==> src/rtl/axis_exp_adc_emulator_if.sv <==
// AXI-Stream sample channel feeding the experiment ADC emulator.
interface axis_exp_adc_emulator_if #(
  parameter int unsigned DATA_WIDTH = 32
) ();

  logic [DATA_WIDTH-1:0] tdata;
  logic                  tvalid;
  logic                  tready;

  modport master (
    output tdata,
    output tvalid,
    input  tready
  );

  modport slave (
    input  tdata,
    input  tvalid,
    output tready
  );

endinterface

==> src/rtl/axis_exp_adc_emulator.sv <==
// SPI responder emulating the experiment ADC: cnv/busy conversion timing,
// 1/2/4-lane sample readout and 24-bit register-access command decode.
// All SPI pins are oversampled in the aclk domain.
module axis_exp_adc_emulator #(
  parameter int unsigned DATA_WIDTH = 32,
  parameter int unsigned CNV_CYCLES = 15
) (
  input  logic                    aclk,
  input  logic                    areset,
  input  logic                    cnv,
  output logic                    busy,
  input  logic                    spi_sck,
  input  logic                    spi_csn,
  input  logic                    spi_sdi,
  output logic [3:0]              spi_sdo,
  axis_exp_adc_emulator_if.slave  s_axis,
  output logic                    reg_mode,
  output logic [1:0]              lane_mode,
  output logic [23:0]             last_command,
  output logic                    overrun
);

  localparam int unsigned CMD_W  = 24;
  localparam int unsigned CNT_W  = (CNV_CYCLES > 1) ? $clog2(CNV_CYCLES) : 1;
  localparam int unsigned BEAT_W = $clog2(DATA_WIDTH + 1);

  typedef enum logic [0:0] {
    ST_IDLE = 1'b0,
    ST_CONV = 1'b1
  } conv_state_t;

  // Top k bits of a word placed on the low lanes, unused lanes zero.
  function automatic logic [3:0] lanes_of(input logic [DATA_WIDTH-1:0] v,
                                          input logic [1:0] lm);
    case (lm)
      2'b01:   lanes_of = {2'b00, v[DATA_WIDTH-1 -: 2]};
      2'b10:   lanes_of = v[DATA_WIDTH-1 -: 4];
      default: lanes_of = {3'b000, v[DATA_WIDTH-1]};
    endcase
  endfunction

  // Word shifted left by the current lane width.
  function automatic logic [DATA_WIDTH-1:0] shift_lanes(input logic [DATA_WIDTH-1:0] v,
                                                        input logic [1:0] lm);
    case (lm)
      2'b01:   shift_lanes = {v[DATA_WIDTH-3:0], 2'b00};
      2'b10:   shift_lanes = {v[DATA_WIDTH-5:0], 4'b0000};
      default: shift_lanes = {v[DATA_WIDTH-2:0], 1'b0};
    endcase
  endfunction

  // Number of sck edges in a full readout at the current lane width.
  function automatic logic [BEAT_W-1:0] beats_of(input logic [1:0] lm);
    case (lm)
      2'b01:   beats_of = BEAT_W'(DATA_WIDTH / 2);
      2'b10:   beats_of = BEAT_W'(DATA_WIDTH / 4);
      default: beats_of = BEAT_W'(DATA_WIDTH);
    endcase
  endfunction

  logic [2:0] cnv_sync_q, sck_sync_q, csn_sync_q;
  logic [1:0] sdi_sync_q;

  conv_state_t           state_q, state_d;
  logic [CNT_W-1:0]      cnt_q, cnt_d;
  logic                  busy_q, busy_d;
  logic                  tready_q, tready_d;
  logic [DATA_WIDTH-1:0] pending_q, pending_d;
  logic [DATA_WIDTH-1:0] shift_q, shift_d;
  logic [DATA_WIDTH-1:0] rd_q, rd_d;
  logic                  data_ready_q, data_ready_d;
  logic                  defer_q, defer_d;
  logic                  frame_q, frame_d;
  logic [BEAT_W-1:0]     beat_q, beat_d;
  logic [3:0]            sdo_q, sdo_d;
  logic [CMD_W-1:0]      cmd_q, cmd_d;
  logic [CMD_W-1:0]      last_cmd_q, last_cmd_d;
  logic                  reg_mode_q, reg_mode_d;
  logic [1:0]            lane_mode_q, lane_mode_d;
  logic                  overrun_q, overrun_d;

  logic                  cnv_rise, sck_rise, csn_fall, csn_rise, sdi_s;
  logic                  conv_done;
  logic [BEAT_W-1:0]     beat_next;
  logic [DATA_WIDTH-1:0] rd_shl;

  assign cnv_rise = cnv_sync_q[1] & ~cnv_sync_q[2];
  assign sck_rise = sck_sync_q[1] & ~sck_sync_q[2];
  assign csn_fall = ~csn_sync_q[1] & csn_sync_q[2];
  assign csn_rise = csn_sync_q[1] & ~csn_sync_q[2];
  assign sdi_s    = sdi_sync_q[1];

  // Pin synchronizers; csn idles high so reset does not fake a frame edge.
  always_ff @(posedge aclk) begin
    if (areset) begin
      cnv_sync_q <= '0;
      sck_sync_q <= '0;
      csn_sync_q <= '1;
      sdi_sync_q <= '0;
    end else begin
      cnv_sync_q <= {cnv_sync_q[1:0], cnv};
      sck_sync_q <= {sck_sync_q[1:0], spi_sck};
      csn_sync_q <= {csn_sync_q[1:0], spi_csn};
      sdi_sync_q <= {sdi_sync_q[0], spi_sdi};
    end
  end

  // Next-state logic: conversion FSM, SPI readout/command capture, sample hand-over.
  always_comb begin
    state_d      = state_q;
    cnt_d        = cnt_q;
    busy_d       = busy_q;
    tready_d     = 1'b0;
    pending_d    = pending_q;
    shift_d      = shift_q;
    rd_d         = rd_q;
    data_ready_d = data_ready_q;
    defer_d      = defer_q;
    frame_d      = frame_q;
    beat_d       = beat_q;
    sdo_d        = sdo_q;
    cmd_d        = cmd_q;
    last_cmd_d   = last_cmd_q;
    reg_mode_d   = reg_mode_q;
    lane_mode_d  = lane_mode_q;
    overrun_d    = 1'b0;
    conv_done    = 1'b0;
    beat_next    = beat_q + BEAT_W'(1);
    rd_shl       = shift_lanes(rd_q, lane_mode_q);

    case (state_q)
      ST_IDLE: begin
        if (cnv_rise && !reg_mode_q) begin
          state_d   = ST_CONV;
          busy_d    = 1'b1;
          cnt_d     = CNT_W'(CNV_CYCLES - 1);
          tready_d  = s_axis.tvalid;
          pending_d = s_axis.tvalid ? s_axis.tdata : '0;
        end
      end
      ST_CONV: begin
        if (cnt_q == '0) begin
          state_d   = ST_IDLE;
          busy_d    = 1'b0;
          conv_done = 1'b1;
        end else begin
          cnt_d = cnt_q - CNT_W'(1);
        end
      end
      default: state_d = ST_IDLE;
    endcase

    if (csn_fall) begin
      frame_d = 1'b1;
      cmd_d   = '0;
      beat_d  = '0;
      rd_d    = shift_q;
      sdo_d   = (!reg_mode_q && data_ready_q) ? lanes_of(shift_q, lane_mode_q) : 4'h0;
    end else if (csn_rise) begin
      frame_d    = 1'b0;
      sdo_d      = 4'h0;
      last_cmd_d = cmd_q;
      if (cmd_q[23:21] == 3'b101) begin
        reg_mode_d = 1'b1;
      end else if (reg_mode_q && cmd_q[23:8] == 16'h8020) begin
        lane_mode_d = cmd_q[7:6];
      end else if (reg_mode_q && cmd_q[23:8] == 16'h8014 && cmd_q[0]) begin
        reg_mode_d = 1'b0;
      end
      if (defer_q) begin
        shift_d      = pending_q;
        data_ready_d = 1'b1;
        defer_d      = 1'b0;
      end
    end else if (sck_rise && frame_q) begin
      cmd_d = {cmd_q[CMD_W-2:0], sdi_s};
      if (!reg_mode_q && data_ready_q) begin
        beat_d = beat_next;
        if (beat_next == beats_of(lane_mode_q)) begin
          data_ready_d = 1'b0;
          sdo_d        = 4'h0;
        end else begin
          rd_d  = rd_shl;
          sdo_d = lanes_of(rd_shl, lane_mode_q);
        end
      end
    end

    // A finished sample waits for the end of an open frame before replacing shift.
    if (conv_done) begin
      overrun_d = data_ready_q | defer_q;
      if (frame_q && !csn_rise) begin
        defer_d = 1'b1;
      end else begin
        shift_d      = pending_q;
        data_ready_d = 1'b1;
        defer_d      = 1'b0;
      end
    end
  end

  // State register with synchronous reset.
  always_ff @(posedge aclk) begin
    if (areset) begin
      state_q      <= ST_IDLE;
      cnt_q        <= '0;
      busy_q       <= 1'b0;
      tready_q     <= 1'b0;
      pending_q    <= '0;
      shift_q      <= '0;
      rd_q         <= '0;
      data_ready_q <= 1'b0;
      defer_q      <= 1'b0;
      frame_q      <= 1'b0;
      beat_q       <= '0;
      sdo_q        <= 4'h0;
      cmd_q        <= '0;
      last_cmd_q   <= '0;
      reg_mode_q   <= 1'b0;
      lane_mode_q  <= 2'b00;
      overrun_q    <= 1'b0;
    end else begin
      state_q      <= state_d;
      cnt_q        <= cnt_d;
      busy_q       <= busy_d;
      tready_q     <= tready_d;
      pending_q    <= pending_d;
      shift_q      <= shift_d;
      rd_q         <= rd_d;
      data_ready_q <= data_ready_d;
      defer_q      <= defer_d;
      frame_q      <= frame_d;
      beat_q       <= beat_d;
      sdo_q        <= sdo_d;
      cmd_q        <= cmd_d;
      last_cmd_q   <= last_cmd_d;
      reg_mode_q   <= reg_mode_d;
      lane_mode_q  <= lane_mode_d;
      overrun_q    <= overrun_d;
    end
  end

  assign busy          = busy_q;
  assign spi_sdo       = sdo_q;
  assign s_axis.tready = tready_q;
  assign reg_mode      = reg_mode_q;
  assign lane_mode     = lane_mode_q;
  assign last_command  = last_cmd_q;
  assign overrun       = overrun_q;

endmodule
==> src/flat_wrapper.sv <==
// flat-port wrapper written by rule: the top's interface ports become plain ports
module axis_exp_adc_emulator_flat 
#(
  parameter int unsigned DATA_WIDTH = 32,
  parameter int unsigned CNV_CYCLES = 15
)
  (aclk, areset, cnv, busy, spi_sck, spi_csn, spi_sdi, spi_sdo, reg_mode, lane_mode, last_command, overrun, s_axis_tdata, s_axis_tvalid, s_axis_tready);
  axis_exp_adc_emulator_if #(.DATA_WIDTH(DATA_WIDTH)) s_axis_i ();
  input  logic aclk;
  input  logic areset;
  input  logic cnv;
  output logic busy;
  input  logic spi_sck;
  input  logic spi_csn;
  input  logic spi_sdi;
  output logic [3:0] spi_sdo;
  output logic reg_mode;
  output logic [1:0] lane_mode;
  output logic [23:0] last_command;
  output logic overrun;
  input wire logic [$bits(s_axis_i.tdata)-1:0] s_axis_tdata;
  input wire logic [$bits(s_axis_i.tvalid)-1:0] s_axis_tvalid;
  output wire logic [$bits(s_axis_i.tready)-1:0] s_axis_tready;
  assign s_axis_i.tdata = s_axis_tdata;
  assign s_axis_i.tvalid = s_axis_tvalid;
  assign s_axis_tready = s_axis_i.tready;
  axis_exp_adc_emulator #(.DATA_WIDTH(DATA_WIDTH), .CNV_CYCLES(CNV_CYCLES)) u_core (.aclk(aclk), .areset(areset), .cnv(cnv), .busy(busy), .spi_sck(spi_sck), .spi_csn(spi_csn), .spi_sdi(spi_sdi), .spi_sdo(spi_sdo), .s_axis(s_axis_i), .reg_mode(reg_mode), .lane_mode(lane_mode), .last_command(last_command), .overrun(overrun));
endmodule
==> config.mk <==
export PLATFORM = sky130hd
export DESIGN_NAME = axis_exp_adc_emulator_flat
export DESIGN_NICKNAME = d
export VERILOG_FILES = /design/src/rtl/axis_exp_adc_emulator_if.sv /design/src/rtl/axis_exp_adc_emulator.sv /design/src/flat_wrapper.sv
export SDC_FILE = /design/constraint.sdc
export NUM_CORES = 1
export LEC_CHECK = 0
export ABC_AREA = 1
export CORE_MARGIN = 2
export CORE_UTILIZATION = 45
export CTS_BUF_LIST = sky130_fd_sc_hd__clkbuf_8
export DETAILED_ROUTE_END_ITERATION = 6
export PLACE_DENSITY = 0.65
export SLEW_MARGIN = 20
export SYNTH_ARGS = -nofsm -noshare
export SYNTH_HDL_FRONTEND = slang
export SYNTH_SLANG_ARGS = --single-unit
==> constraint.sdc <==
create_clock -name aclk -period 5.6 [get_ports aclk]
set_input_delay 0.84 -clock aclk [delete_from_list [all_inputs] [get_ports aclk]]
set_output_delay 0.84 -clock aclk [all_outputs]
set_load 0.02 [all_outputs]
; Word-level counts from Yosys, hierarchy flattened
; Index checks and enable logic that the tools add are counted.
[totals]
reg_bits = 178
input_bits = 39
output_inout_bits = 34
wordCells = 134
[classes]
add_sub_neg = 2
eq_ne = 13
n_mux = 52
bitwise_logic = 15
reduce_logical = 31
[op_table]
columns = operator, n
row1 = $mux W32, 6
row2 = $mux W31, 5
row3 = $pmux W32 S2, 1
row4 = $eq A16 B16 Y1 const B, 2
row5 = $mux W4, 8
row6 = $mux W6, 4
row7 = $pmux W4 S2, 3
row8 = $mux W1, 22
row9 = $reduce_and A2 Y1, 7
row10 = $pmux W6 S2, 1
row11 = $reduce_and A4 Y1, 3
row12 = $not A1 Y1, 10
row13 = $reduce_bool A2 Y1, 5
row14 = $ne A2 B1 Y1 const B, 4
row15 = $logic_and A1 B1 Y1, 7
row16 = $add A6 B1 Y6 const B, 1
row17 = $eq A6 B6 Y1, 1
row18 = $ne A2 B2 Y1 const B, 3
row19 = $reduce_bool A3 Y1, 2
row20 = $and A1 B1 Y1, 4
row21 = $logic_not A4 Y1, 1
row22 = $pmux W1 S2, 2
row23 = $reduce_or A2 Y1, 2
row24 = $sub A4 B1 Y4 const B, 1
row25 = 7 further kinds, 8

; Logic depth before layout (Yosys ltp)
; Gate-level depths: netlist of run 1.
[logic_depth]
word_depth = 14
mapped_depth = 13
ltp_nobuf = 12

; Worst setup path after synthesis of run 1
; No wires, ideal clock.
[synth_path]
path_kind = register to register
from = register u_core.lane_mode_q[0] (netlist: u_core.lane_mode[0])
to = register u_core.rd_q[10]
setup_ps = 115
t_arrival_ps = 1810
required_time_ps = 5485
setup_slack_ps = 3675
path_stages_with_launch = 13
synth_period_minus_slack_ps = 1925
path_cell_list = dfxtp_1 -> inv_1 -> ha_1 -> buf_2 -> inv_1 -> nand3_1 -> nand2_1 -> nand3_4 -> nand2_8 -> buf_6 -> nand3_1 -> nand2_1 -> nor2_1
[synth_between]
elab_chain_len = 9
[synth_rtl]
columns = item, line_no
row1 = "start, declared", axis_exp_adc_emulator.sv:79  ; logic [1:0] lane_mode_q, lane_mode_d;
row2 = "start signal, assigned", axis_exp_adc_emulator.sv:238  ; lane_mode_q <= lane_mode_d;
row3 = $eq A2 B2 Y1 or $eq A2 B1 Y1 (tied branches), "axis_exp_adc_emulator.sv:45, axis_exp_adc_emulator.sv:54"
row4 = $pmux W6 S2, axis_exp_adc_emulator.sv:54  ; case (lm)
row5 = $mux W6, axis_exp_adc_emulator.sv:177  ; if (!reg_mode_q && data_ready_q) begin
row6 = $mux W6, axis_exp_adc_emulator.sv:175  ; end else if (sck_rise && frame_q) begin
row7 = $mux W6, axis_exp_adc_emulator.sv:159  ; end else if (csn_rise) begin
row8 = $mux W6, axis_exp_adc_emulator.sv:153  ; if (csn_fall) begin
row9 = $eq A6 B6 Y1, axis_exp_adc_emulator.sv:179  ; if (beat_next == beats_of(lane_mode_q)) begin
row10 = $ne A2 B1 Y1 (no source line), -
row11 = $reduce_and A4 Y1 (no source line), -
row12 = "end signal, assigned", axis_exp_adc_emulator.sv:229  ; rd_q <= rd_d;
row13 = "end, declared", axis_exp_adc_emulator.sv:70  ; logic [DATA_WIDTH-1:0] rd_q, rd_d;
; Parallel ways exist; a longest one is shown, timed or not. The select of a mux whose other input is x is not followed.
; A chain may end at the register's enable or synchronous reset.

==> results of run 1 <==
-- flip-flops by register name (all words and copies together), names as in the netlist, 2 cells and up --
| register | count |
|---|---|
| u_core.beat_q | 6 |
| u_core.cmd_q | 24 |
| u_core.cnt_q | 4 |
| u_core.cnv_sync_q | 3 |
| u_core.csn_sync_q | 3 |
| u_core.lane_mode | 2 |
| u_core.last_command | 24 |
| u_core.pending_q | 32 |
| u_core.rd_q | 31 |
| u_core.sck_sync_q | 3 |
| u_core.sdi_sync_q | 2 |
| u_core.shift_q | 32 |
| u_core.spi_sdo | 4 |
-- worst paths after layout --
kind,start,endpoint,slack (ps),cells after the start
setup reg to reg,u_core.csn_sync_q[2]$_SDFF_PP1_,u_core.rd_q[26]$_SDFFE_PP0P_,2710,9
setup / recovery,areset,u_core.pending_q[3]$_SDFFE_PP0P_,2060,5
hold reg to reg,u_core.sdi_sync_q[0]$_SDFF_PP0_,u_core.sdi_sync_q[1]$_SDFF_PP0_,410,2
hold / removal,u_core.sdi_sync_q[0]$_SDFF_PP0_,u_core.sdi_sync_q[1]$_SDFF_PP0_,410,2
-- power by group through the flow --
| stage | clock [uW] | sequential (uW) | combinational [uW] |
|---|---|---|---|
| after floorplan | 0 | 1360 | 129 |
| after global placement | 0 | 1360 | 209 |
| after detailed placement | 0 | 1360 | 210 |
| after CTS | 1070 | 1330 | 212 |
| after global routing | 1120 | 1330 | 239 |
| final | 1050 | 1330 | 211 |
-- logic make-up after synthesis --
kind of cell	synth area share, %
DFF	46.78
buffers and inverters	9.182
adders and majority gates	1.150
AOI/OAI and AO/OA	23.64
and+or+nand+nor	19.25
-- cell usage in the layout (no fill, tap or decap), types with 2 or more instances in the layout --
cell type	n
nand3_1	51
buf_4	7
clkinv_1	2
a21oi_1	79
clkinvlp_4	4
a31oi_1	6
a32o_1	32
clkdlybuf4s50_1	72
or2_2	2
nand2_2	3
o21ai_0	164
nand4_1	4
nor2_4	2
nor4_1	3
inv_2	2
ha_1	6
nor2_1	151
a211oi_1	2
nand2_1	125
bufinv_16	6
clkinv_2	2
nor2_2	3
a21oi_2	3
nor3_1	2
clkbuf_8	18
o22ai_1	25
inv_1	84
dfxtp_1	178
-- per-layer routing --
metal  routed length (um)  vias up  GRT usage, %
met5                    0        -             0
met4                  197        0         5.965
met3                  714       18         4.044
met2                 6902      132         26.84
met1                 9384     3003         30.43
li1                     -     3449             -
-- through the flow --
step                hold slack, ps  util (%)  cells  power [uW]
global route                 425.2     53.06   1269        2689
global placement             391.0     50.13   1238        1567
detailed placement           397.3     50.13   1238        1569
floorplan                    388.3         -   1012        1492
CTS                          412.8     53.03   1269        2609
finish                       411.1     53.06   1269        2587
-- worst register-to-register path: cells and delay by family, from the launching register on --
kind / cells / cell delay (ps)
compound gates: 1 / 290
fa+ha+maj: 1 / 160
buf+inv: 3 / 580
flops: 1 / 340
simple gates: 4 / 1410
-- layout make-up --
cell class	instances	area, um^2
clock buffers	18	247.7
clock inverters	13	232.7
well taps	220	275.3
repair buffers	79	773.2
flip-flops and latches	178	3563
inverters	89	335.3
multi-input cells	672	3371
fillers	1642	7785
-- synthesized netlist by cell type, types with 2 or more instances --
cell	n
buf_1	4
nor2_1	152
o22ai_1	25
inv_1	86
nor2_4	2
a31oi_1	6
nand3_1	51
dfxtp_1	178
nand2_2	3
nand4_1	4
o21ai_0	164
clkbuf_1	42
nand2_1	126
nor4_1	3
buf_6	3
buf_2	20
ha_1	7
a21oi_2	2
buf_8	3
or2_2	2
a21oi_1	80
a32o_1	32
inv_2	2
nor3_1	2
a211oi_1	2
nor2_2	2
==> summary.txt, run 1 <==
Yosys
  – Ys async rst share: 0%
  – Post-Synthesis Cell Area: 0.007617 mm^2
  – Synth cell types: 35
  – #FFs+latches synth: 178
  – Most area-hungry cell type in the Yosys netlist: dfxtp_1
  – Sequential share of the synthesized area: 46.78%
  – EDFF count, synth: 0
  – Synth Net Count: 1,058
  – Post-synth top area share: 46.78%
  – Syn avg cell area: 7.527 um^2
  – Cells after Synth: 1,012
  – YS warnings: 0
  – Most used flip-flop cell after synthesis: dfxtp_1
  – Largest cells by area after synthesis: dfxtp_1 (47%), o21ai_0 (11%), nor2_1 (7.5%)

Detailed routing
  – Routed vias: 6,602
  – First DRT Iteration DRCs: 558
  – Final wirelength: 17,200 um
  – DRC: 0
  – Antenna viol nets, final: 0
  – TritonRoute pass-1 iters: 5
  – Vias/cell: 5.203
  – WL/cell: 13.55 um

Clock network
  – CTS tree: done
  – Reg clk slew, reported paths: 90 ps
  – Clock latency on the worst-skew pair: 470 ps
  – CTS Buf Count: 17
  – Clock tree buffer depth: 2
  – Clock sink count: 178
  – H-tree levels: 4
  – Setup bufs post-CTS: 0
  – Post-CTS resize count: 0
  – Hold Buf Count CTS: 0
  – Root Driver: clkbuf_8

Timing
  – Final hold vios: 0
  – RSZ-0062 raised after global routing: false
  – Max Slew Vio Count: 0
  – Min Clock Period, post-route: 3544 ps
  – Setup ws final: 2056 ps
  – # setup viols final: 0
  – Max_slew headroom: 30.35%
  – Crit share post-route: 63.29%
  – Slew @ Worst Pin: 1038 ps
  – Final clock skew: 15.08 ps
  – Max Clock Freq: 282.1 MHz
  – TNS Setup: 0 ps

Pwr
  – Sequential share of power: 51.4%
  – Net switching power: 606.4 uW
  – P_leak: 0.003541 uW
  – Net Sw Frac: 23.44%
  – Comb power frac: 8.1%
  – Power Internal: 1981 uW
  – PD cells: 294.1 mW/mm^2
  – VDD IR max: 160.2 uV
  – Clock power share: 40.5%

Floorplan
  – CORE AREA: 0.01658 mm^2
  – Chip Width: 134.1 um
  – Die area: 0.01798 mm^2
  – Die height: 134.1 um
  – IO Count: 73
  – Initial core utilization: 45.93%
  – Row count: 47

Placement
  – Area after DPL: 0.008313 mm^2
  – IO Port Bufs: 72
  – Pre-CTS setup slack: 1979 ps
  – Final GP Congestion: 0.7781
  – DP HPWL: 10,950 um

Final layout
  – Fin area: 0.008798 mm^2
  – Share of cells above drive strength 1: 5.720%
  – Nets: 1,083
  – Diodes inserted: 0
  – Synth-to-layout area growth: 15.51%

GRT
  – GR Overflow Total: 0
  – Largest net degree at the start of global routing: 71
  – First-pass GRT wire length: 28,790 um
  – GRT Overall Usage: 19.56%
  – Via count of the first global-routing pass: 5,717
  – Initial antenna violation count: 0

Run status
  – Status: complete, no violations

Setup path
  – WS Path Type: input pin to flop
  – Delay-heaviest family, CP: buffers and inverters
  – Startpoint types: input pin
  – Setup crit end kind: flop
  – Buf/Inv on CP: 3
  – Critical path fanouts, max: 33
  – CP cell instances: clkdlybuf4s50_1 > clkinv_2 > nand3_1 > clkinv_1 > a32o_1
  – Critical Path RT: 5960 ps
  – Critical-path top delay cell: clkdlybuf4s50_1
  – Worst EP arrival: 3900 ps
  – Crit path largest cell delay: 980 ps

Job
  – Max-cap violations: 0

Min path
  – Hold Path Class: flop to flop
No activity file was read; power rests on OpenSTA's default activity.
==> inputs of run 2 (changes only) <==
--- a/config.mk
+++ b/config.mk
@@ -10,7 +10,7 @@
 export CORE_UTILIZATION = 45
 export CTS_BUF_LIST = sky130_fd_sc_hd__clkbuf_8
 export DETAILED_ROUTE_END_ITERATION = 6
-export PLACE_DENSITY = 0.65
+export PLACE_DENSITY = 0.68
 export SLEW_MARGIN = 20
 export SYNTH_ARGS = -nofsm -noshare
 export SYNTH_HDL_FRONTEND = slang
==> constraint.sdc (replaced) <==
create_clock -name aclk -period 3.1 [get_ports aclk]
set_input_delay 0.465 -clock aclk [delete_from_list [all_inputs] [get_ports aclk]]
set_output_delay 0.465 -clock aclk [all_outputs]
set_load 0.02 [all_outputs]
==> run 2 against run 1 <==
Hold slack lost 5.1 ps. Global-route usage grew 0.13 points. Clock-buffer cell count grew 1. Core utilization shrank 0.27 points. Combinational power grew 83%. Final area shrank 0.51%. Critical endpoint is now u_core.shift_q[18]$_SDFF_PP0_. Final cell count grew 0.39%.
==> summary.txt, run 2 (same netlist as run 1, synthesis figures left out) <==
Setup path
  – CP Depth: 11 (was 5)
  – Delay-heaviest family, CP: buffers and inverters (unchanged)
  – Reg-to-reg slack, setup: 790 ps (was 2710 ps)
  – WS Path Type: flop to flop (was input pin to flop)
  – Setup crit end kind: flop (unchanged)
  – Critical path fanouts, max: 20 (was 33)
  – Startpoint types: flop (was input pin)
  – Critical Path RT: 3490 ps (was 5960 ps)
  – Crit path largest cell delay: 330 ps (was 980 ps)
  – CP cell instances: inv_1 > ha_1 > inv_1 > nor2_1 > nand3_1 > a21oi_1 > a21oi_2 > inv_1 > buf_4 > nor2_1 > nor2_1 (was clkdlybuf4s50_1 > clkinv_2 > nand3_1 > clkinv_1 > a32o_1)
  – R2R cell count: 11 (was 9)
  – Crit path launch: u_core.cnt_q[0]$_SDFFE_PP0P_ (was areset)
  – Critical-path top delay cell: inv_1 (was clkdlybuf4s50_1)
  – Worst r2r src: u_core.cnt_q[0]$_SDFFE_PP0P_ (was u_core.csn_sync_q[2]$_SDFF_PP1_)
  – Worst EP arrival: 2700 ps (was 3900 ps)
  – Buf/Inv on CP: 4 (was 3)

Final layout
  – Share of cells above drive strength 1: 6.072% (was 5.720%)
  – Diodes inserted: 0 (unchanged)
  – Synth-to-layout area growth: 14.91% (was 15.51%)
  – Most common cell after layout, fill and taps aside: dfxtp_1 (unchanged)
  – Nets: 1,088 (was 1,083)
  – Commonest non-fill, non-tap cells in the layout: dfxtp_1 (178), o21ai_0 (164), nor2_1 (152) (was dfxtp_1 (178), o21ai_0 (164), nor2_1 (151))
  – Largest regs: u_core.pending_q (32), u_core.shift_q (32), u_core.rd_q (31) (unchanged)

Timing
  – Max Clock Freq: 433.0 MHz
  – Max_slew headroom: 44.61% (was 30.35%)
  – Max Slew Vio Count: 0 (unchanged)
  – Crit share post-route: 74.51%
  – # setup viols final: 0 (unchanged)
  – Final hold vios: 0 (unchanged)
  – TNS Setup: 0 ps (unchanged)
  – Min Clock Period, post-route: 2310 ps
  – RSZ-0062 raised after global routing: false (unchanged)
  – Final clock skew: 15.34 ps (was 15.08 ps)
  – Slew @ Worst Pin: 830.0 ps (was 1038 ps)

Clock network
  – Post-CTS resize count: 0 (unchanged)
  – Clock sink count: 178 (unchanged)
  – Clock tree buffer depth: 2 (unchanged)
  – Clock latency on the worst-skew pair: 450 ps (was 470 ps)
  – Setup bufs post-CTS: 0 (unchanged)
  – H-tree levels: 4 (unchanged)
  – Hold Buf Count CTS: 0 (unchanged)
  – CTS tree: done (unchanged)
  – Reg clk slew, reported paths: 90 ps (about the same)
  – CTS Buf Count: 17 (unchanged)
  – Root Driver: clkbuf_8 (unchanged)

Detailed routing
  – Antenna viol nets, final: 0 (unchanged)
  – First DRT Iteration DRCs: 607 (was 558)
  – Final wirelength: 17,230 um (was 17,200 um)
  – TritonRoute pass-1 iters: 5 (unchanged)
  – WL/cell: 13.52 um (was 13.55 um)
  – Routed vias: 6,631 (was 6,602)
  – Vias/cell: 5.205 (was 5.203)
  – DRC: 0 (unchanged)

Placement
  – Final GP Congestion: 0.8229 (was 0.7781)
  – IO Port Bufs: 72 (unchanged)
  – DP HPWL: 10,920 um (was 10,950 um)

GRT
  – GR Overflow Total: 0 (unchanged)
  – Via count of the first global-routing pass: 5,885 (was 5,717)
  – First-pass GRT wire length: 29,140 um (was 28,790 um)
  – Initial antenna violation count: 0 (unchanged)
  – Largest net degree at the start of global routing: 128 (was 71)
  – GRT Overall Usage: 19.68% (was 19.56%)

Floorplan
  – Initial core utilization: 45.93% (unchanged)
  – Die height: 134.1 um (unchanged)
  – IO Count: 73 (unchanged)
  – CORE AREA: 0.01658 mm^2 (unchanged)
  – Die area: 0.01798 mm^2 (unchanged)
  – Row count: 47 (unchanged)
  – Chip Width: 134.1 um (unchanged)

Min path
  – HP Start: u_core.sdi_sync_q[0]$_SDFF_PP0_ (unchanged)
  – Cells on Worst Hold Path: 2 (unchanged)
  – Hold Path Class: flop to flop (unchanged)

Pwr
  – P_leak: 0.003540 uW (was 0.003541 uW)
  – Pwr Total: 4368 uW (was 2587 uW)
  – PD cells: 499.0 mW/mm^2 (was 294.1 mW/mm^2)
  – VDD IR max: 285.9 uV (was 160.2 uV)

Run status
  – Status: complete, no violations (unchanged)

Job
  – Max-cap violations: 0 (unchanged)
## run 2: metal layers
metal	vias up	part of all wire, %	track usage [%]
li1	3458	-	-
met2	139	43	28.15
met4	0	1.2	6.140
met3	16	4.0	3.250
met5	-	0	0
met1	3018	52	30.12
## run 2: layout make-up
class | instances | area, um^2
inverters | 89 | 335.3
fillers | 1602 | 7830
flip-flops and latches | 178 | 3563
repair buffers | 84 | 823.3
multi-input cells | 672 | 3363
clock inverters | 12 | 131.4
clock buffers | 19 | 261.5
well taps | 220 | 275.3
## run 2: path summary, 6_finish.rpt
path | end
worst max-delay path | u_core.shift_q[18]$_SDFF_PP0_
worst min-delay path | u_core.sdi_sync_q[1]$_SDFF_PP0_
worst max register to register | u_core.shift_q[18]$_SDFF_PP0_
worst min register to register | u_core.sdi_sync_q[1]$_SDFF_PP0_
## run 2: worst min-delay path: stages, from the launching register on
cell and delay [ps]:
dfxtp_1 300, inv_1 40, nor2_1 30
## run 2: per-stage QoR
stage	area (um^2)	cells	worst slack (ps)	utilization, %	hold slack, ps
5_1_grt	8753	1274	488.0	52.78	413.0
3_5_place_dp	8361	1243	855.5	50.42	392.7
4_1_cts	8753	1274	781.3	52.78	405.8
3_3_place_gp	8361	1243	872.4	50.42	393.5
2_1_floorplan	7617	1012	1175	-	388.3
6_report	8753	1274	790.3	52.78	406.0
## run 2: where the power goes
group | internal [uW] | switching (uW)
clock network | 756 | 825
registers | 2360 | 37.2
logic | 161 | 225
total | 3280 | 1090
